$ cat config.mk
export PLATFORM = sky130hd
export DESIGN_NAME = rfft_loader
export DESIGN_NICKNAME = d
export VERILOG_FILES = /design/src/rtl/rfft_loader.sv
export SDC_FILE = /design/constraint.sdc
export NUM_CORES = 1
export LEC_CHECK = 0
export BUFFER_PORTS_ARGS = -buffer_cell sky130_fd_sc_hd__buf_4
export CAP_MARGIN = 20
export CORE_MARGIN = 4
export CORE_UTILIZATION = 40
export CTS_BUF_LIST = sky130_fd_sc_hd__clkbuf_2 sky130_fd_sc_hd__clkbuf_4 sky130_fd_sc_hd__clkbuf_8
export CTS_CLUSTER_SIZE = 30
export DETAILED_ROUTE_END_ITERATION = 16
export PLACE_DENSITY = 0.76
export SYNTH_ARGS = -nofsm -noshare
export SYNTH_HDL_FRONTEND = slang
export SYNTH_SLANG_ARGS = --single-unit
$ cat constraint.sdc
create_clock -name Clk -period 2 [get_ports Clk]
set_clock_uncertainty 0.1 [all_clocks]
set_input_delay 0.4 -clock Clk [delete_from_list [all_inputs] [get_ports Clk]]
set_output_delay 0.4 -clock Clk [all_outputs]
set_load 0.01 [all_outputs]
$ cat src/rtl/rfft_loader.sv
// Input staging for the 256-point radix-2 FFT: scatters natural-order samples
// into four 64-deep banks, zero-pads short frames and hands off to the core.
module rfft_loader #(
    parameter int WIDTH  = 32,
    parameter int NPOINT = 256
) (
    input  logic             Clk,
    input  logic             Reset_n,
    input  logic             s_valid,
    output logic             s_ready,
    input  logic [WIDTH-1:0] s_data,
    input  logic             s_last,
    output logic [3:0]       wr_we,
    output logic [5:0]       wr_addr,
    output logic [WIDTH-1:0] wr_data,
    output logic             core_start,
    input  logic             core_done,
    output logic             busy,
    output logic             frame_err
);

    localparam logic [2:0] ST_IDLE    = 3'd0;
    localparam logic [2:0] ST_LOAD    = 3'd1;
    localparam logic [2:0] ST_PAD     = 3'd2;
    localparam logic [2:0] ST_HANDOFF = 3'd3;
    localparam logic [2:0] ST_BUSY    = 3'd4;

    localparam logic [7:0] LAST_IDX = 8'(NPOINT - 1);

    logic [2:0] state;
    logic [7:0] idx;
    logic       core_done_q;
    logic       accept;
    logic       done_rise;
    logic [3:0] bank_we;

    assign s_ready   = (state == ST_LOAD);
    assign accept    = s_valid && s_ready;
    assign done_rise = core_done && !core_done_q;

    // Bank is {n[7], n[0]}: even/odd split within each half of the frame.
    assign bank_we = 4'b0001 << {idx[7], idx[0]};

    always_ff @(posedge Clk) begin
        if (!Reset_n) begin
            state       <= ST_IDLE;
            idx         <= '0;
            core_done_q <= 1'b0;
            wr_we       <= '0;
            wr_addr     <= '0;
            wr_data     <= '0;
            core_start  <= 1'b0;
            busy        <= 1'b0;
            frame_err   <= 1'b0;
        end else begin
            wr_we       <= '0;
            core_start  <= 1'b0;
            frame_err   <= 1'b0;
            core_done_q <= core_done;

            case (state)
                ST_IDLE: begin
                    idx   <= '0;
                    state <= ST_LOAD;
                end

                ST_LOAD: begin
                    if (accept) begin
                        wr_we   <= bank_we;
                        wr_addr <= idx[6:1];
                        wr_data <= s_data;
                        idx     <= idx + 8'd1;
                        if (idx == LAST_IDX) begin
                            state <= ST_HANDOFF;
                            if (!s_last) begin
                                frame_err <= 1'b1;
                            end
                        end else if (s_last) begin
                            state     <= ST_PAD;
                            frame_err <= 1'b1;
                        end
                    end
                end

                ST_PAD: begin
                    wr_we   <= bank_we;
                    wr_addr <= idx[6:1];
                    wr_data <= '0;
                    idx     <= idx + 8'd1;
                    if (idx == LAST_IDX) begin
                        state <= ST_HANDOFF;
                    end
                end

                // One idle cycle so the final bank write lands before the core reads.
                ST_HANDOFF: begin
                    state      <= ST_BUSY;
                    core_start <= 1'b1;
                    busy       <= 1'b1;
                end

                ST_BUSY: begin
                    if (done_rise) begin
                        state <= ST_LOAD;
                        busy  <= 1'b0;
                        idx   <= '0;
                    end
                end

                default: begin
                    state <= ST_IDLE;
                end
            endcase
        end
    end

endmodule

* Word level (Yosys, flattened, before mapping)
Index checks and enable logic that the tools add are counted.
** Word-level totals
- Flip-flop bits (word level) :: 57
- Output and inout bits :: 46
- Logic and storage cells :: 53
** Operators by class
- $add $sub $neg :: 1
- Equality and inequality tests :: 9
- Shift operators :: 1
- Multiplexer cells :: 21
- Reduce and logical (&&, ||, !) cells :: 12
** Operator list (number)
- one-hot mux 32 bit (2 select lines) :: 1
- 2-to-1 mux 32 bit :: 1
- one-hot mux 8 bit (4 select lines) :: 1
- 2-to-1 mux 8 bit :: 2
- 2-to-1 mux 3 bit :: 5
- one-hot mux 3 bit (5 select lines) :: 1
- one-hot mux 6 bit (2 select lines) :: 1
- adder 8 x 1 -> 8 bit, second input constant :: 1
- == test 8 bit, second input constant :: 1
- one-hot mux 4 bit (2 select lines) :: 1
- == test 3 x 2 -> 1 bit, second input constant :: 2
- 2-to-1 mux 6 bit :: 1
- AND reduction 3 bit :: 2
- 2-to-1 mux 1 bit :: 5
- 2-to-1 mux 4 bit :: 1
- != test 2 bit, second input constant :: 2
- AND reduction 2 bit :: 2
- AND reduction 4 bit :: 1
- nonzero test 2 bit :: 2
- nonzero test 4 bit :: 1
- left shift 1 x 2 -> 4 bit, first input constant :: 1
- == test 3 x 1 -> 1 bit, second input constant :: 1
- == test 3 bit, second input constant :: 1
- zero test 3 bit :: 1
- other kinds (5) :: 6

* Depth between registers and ports, before layout
- Depth in word-level cells :: 4
- Gate-level depth with buffers :: 6
- Depth with buffers taken out :: 4

* Least setup slack after synthesis
No wires, ideal clock.
- Path type :: register to register
- Start point :: register state[1]
- End point :: register idx[5]
- Arrival time :: 1.363 ns
- Required time :: 1.830 ns
- Path slack :: 0.467 ns
- Cell stages (with the launch flop) :: 6
- Buffers on the path :: 1
- Period minus slack after synthesis :: 1.533 ns
- Cell sequence :: dfxtp_1 -> buf_6 -> nor4b_4 -> nor3_1 -> or4_1 -> a21oi_1
** Between the ends
- Word-level cells in the longest chain between the ends :: 4
- Elaborated cells between the ends (all ways) :: 10
- Those cells by class :: 5 x eq/ne; 1 x mux; 4 x reduce/logical
** Ends and longest elaborated chain
- from (decl) :: RTL line 30 : logic [2:0] state;
- from (signal assigned) :: RTL line 46 : state <= ST_IDLE;
- from (signal assigned) :: RTL line 64 : state <= ST_LOAD;
- from (signal assigned) :: RTL line 74 : state <= ST_HANDOFF;
- == test 3 x 1 -> 1 bit :: RTL line 37, 61
- logical AND 1 bit :: RTL line 38 : assign accept = s_valid && s_ready;
- != test 2 x 1 -> 1 bit (no line)
- AND reduction 3 bit (no line)
- to (signal assigned) :: RTL line 72 : idx <= idx + 8'd1;
- to (signal assigned) :: RTL line 89 : idx <= idx + 8'd1;
- to (decl) :: RTL line 31 : logic [7:0] idx;
Several ways; a longest one is shown, not always the timed one.
A chain may end at the register's enable or synchronous reset.

* Worst setup path after layout
- Start point :: register state[2]
- End point :: register idx[5]
The elaborated chain is that of the path after synthesis.

==> impl_metrics.tcl <==
set metrics [dict create \
    outcome "complete, no violations" \
    peakVddDrop_mv 0.532 \
    syn_inst 263 \
    utilization_pct 59.0 \
    grt_usage_pct 17.0 \
    setup_ws_ps 172 \
    min_path_cells 2 \
    holdPathEnd "core_done_q" \
    reg2regPathDepth 5 \
    reg2reg_from "state[2]" \
    end_kind "flip-flop" \
    min_period_ps 1830 \
    portBuffers 82 \
    crit_path_cell_trace "nor3b_2 > nor3_1 > buf_4 > or4_1 > a21oi_1" \
    io_pins 83 \
    tns_ps 0 \
    firstDrtPassIters 4 \
    die_x_microns 82.5 \
    cts_inserted_buffers 9 \
    maxSlewViolCount 0 \
    cts.sinks 57 \
    clkLatencyLatePin_ps 320 \
    viasPerCell 4.98 \
    layout-drive-gt1-share_pct 32.6 \
    grt_max_degree 34 \
    hp-start "core_done" \
    grt_setup_unrepaired "no" \
    num-fill-cells 469 \
    timing.hold.ws_ps 211 \
    cts_resized 1 \
    drcViolationCount 0 \
    worst_path_dominant_cell_family "simple AND/OR/NAND/NOR gates" \
    hp-class "in2reg" \
    num_vias 2092 \
    max_cap_viol_count 0 \
    path_class "reg2reg" \
    power_mw 2.64 \
    p_leak_nw 1.29 \
    syn-num-nets 301 \
    yosys.area.top_type "dfxtp_1" \
    synth.distinct_cells 40 \
    slowest_stage "or4_1" \
    finalHoldViolations 0 \
    max_slew_margin_pct 69.3 \
    cp_max_fo 11 \
    crit_path_start_kind "flip-flop" \
    dr.first_iter.drc_count 98 \
    rows 26 \
    synth.top_cell.area_share_pct 51.4 \
    rrSetupSlack_ps 170 \
    drt_wl_total_mm 5.58 \
    cts_tree "yes" \
    crit_required_ps 2150 \
    final_nets 384 \
    syn_to_final_growth_pct 39.1 \
    coreArea_sq_um 5240 \
    postCtsSetupBuffers 0 \
    synth_warnings 0 \
    crit_buf_inv 1 \
    grt_pass1_wl_mm 8.65 \
    slowest_delay_ps 520 \
    antenna_cells 0 \
    die-area_sq_um 6800 \
    yosysSeqAreaShare_pct 51.4 \
    wl_per_cell_microns 13.3 \
    synth_area_leaders "dfxtp_1, nand2_1, a21oi_1, mux2i_1, nor2_1" \
    htreeDepth 3 \
    clkTransAtPathRegs_ps 60 \
    place_hpwl_mm 3.88 \
    grt_pass1_vias 1866 \
    place.gp.congestion 0.806 \
    max_freq_ghz 0.547 \
    grt_antenna_before_repair 0 \
    start_util_pct 42.4 \
    syn-cell-area_sq_um 2220 \
    r2r_end "idx[5]" \
    syn-mean-instance-area_sq_um 8.44 \
    pre_cts_ws_ps 143 \
    ant_nets 0 \
    ctsHoldBuffers 0 \
    cts-root-buf "clkbuf_8" \
    arrival_ps 1980 \
    period_share_pct 91.4 \
    fp.dieH_microns 82.5 \
    cts_buffer_depth 2 \
    ys_seq_elements 57 \
    power_density_nw_per_um2 854 \
    tightest_slew_ps 460 \
    setup_violations 0 \
    grt_overflow_total 0 \
]
cell usage after synthesis:
cell type,n
nand2_1,71
dfxtp_1,57
a21oi_1,39
nor2_1,15
clkbuf_1,11
mux2i_1,7
buf_2,5
nor3_1,5
o21ai_0,5
inv_1,4
nand3_1,4
and3_1,3
nand2b_1,3
a211oi_1,2
a31oi_1,2
and4_1,2
nand3b_1,2
o31ai_1,2
or3_1,2
xnor2_1,2
a211o_1,1
a21oi_2,1
a32oi_1,1
and2_1,1
buf_6,1
ha_1,1
nand4bb_1,1
nor3_2,1
nor3b_2,1
nor4b_1,1
nor4b_4,1
o2111ai_1,1
o211ai_1,1
o21ai_1,1
o21ai_2,1
o21ba_2,1
o32ai_1,1
or3b_1,1
or3b_2,1
or4_1,1
power breakdown:
group	total [mW]	leakage, nW	internal, mW	switching, mW
sequential	1.25	0.463	1.20	0.0539
clock	0.898	0.0921	0.481	0.417
combinational	0.483	0.732	0.231	0.252
through the flow:
stage	cell area (sq um)	std cells
after detailed placement	2920	405
after global placement	2920	405
after floorplan	2220	263
after global routing	3090	420
after CTS	3090	420
final	3090	420
state kept, by name, summed over array words and instances (netlist names):
signal and flops:
core_done_q 1, wr_data 32, wr_we 4, frame_err 1, state 3, busy 1, wr_addr 6, core_start 1
idx 8
layout by cell type (no fill, tap or decap), types with 3 or more instances in the layout:
| master | synthesis | routed |
|---|---|---|
| a21oi_1 | 39 | 39 |
| nand2b_1 | 3 | 3 |
| buf_4 | 0 | 88 |
| nor2_1 | 15 | 15 |
| dfxtp_1 | 57 | 55 |
| nor3_1 | 5 | 5 |
| and3_1 | 3 | 3 |
| nand3_1 | 4 | 4 |
| o21ai_0 | 5 | 5 |
| mux2i_1 | 7 | 7 |
| clkinv_2 | 0 | 4 |
| inv_1 | 4 | 4 |
| clkbuf_8 | 0 | 10 |
| nand2_1 | 71 | 71 |
routing by layer:
layer | GRT usage (%) | vias to the layer above | wire [microns]
met2 | 28.2 | 74 | 2850
li1 | - | 1058 | -
met1 | 19.8 | 956 | 2240
met4 | 6.86 | 0 | 43
met5 | 0 | - | 0
met3 | 6.18 | 4 | 452
worst max-delay path by stage:
stage / startpoint / endpoint / depth (start not counted)
6_report: state[2] / idx[5] / 5
3_3_place_gp: state[0] / idx[5] / 5
2_1_floorplan: state[1] / idx[5] / 5
5_1_grt: state[0] / s_ready / 3
4_1_cts: state[1] / s_ready / 3
3_5_place_dp: state[0] / idx[5] / 5
cell type report:
cell class | count | area (sq um) | area share [%]
flip-flops and latches | 57 | 1140 | 37.0
multi-input cells | 185 | 996 | 32.3
repair buffers | 89 | 681 | 22.0
clock buffers | 11 | 145 | 4.70
well taps | 70 | 87.6 | 2.84
clock inverters | 4 | 20.0 | 0.648
inverters | 4 | 15.0 | 0.486
cell families (layout without fill, tap and decap cells):
group / count (synthesis) / count (layout) / synth area share (%)
flops: 57 / 57 / 51.4
mux: 7 / 7 / 3.16
simple gates: 116 / 116 / 24.7
buf+inv: 21 / 108 / 4.17
fa+ha+maj: 1 / 1 / 0.564
xor+xnor: 2 / 2 / 0.789
compound gates: 59 / 59 / 15.2
No activity file was read; power rests on OpenSTA's default activity.
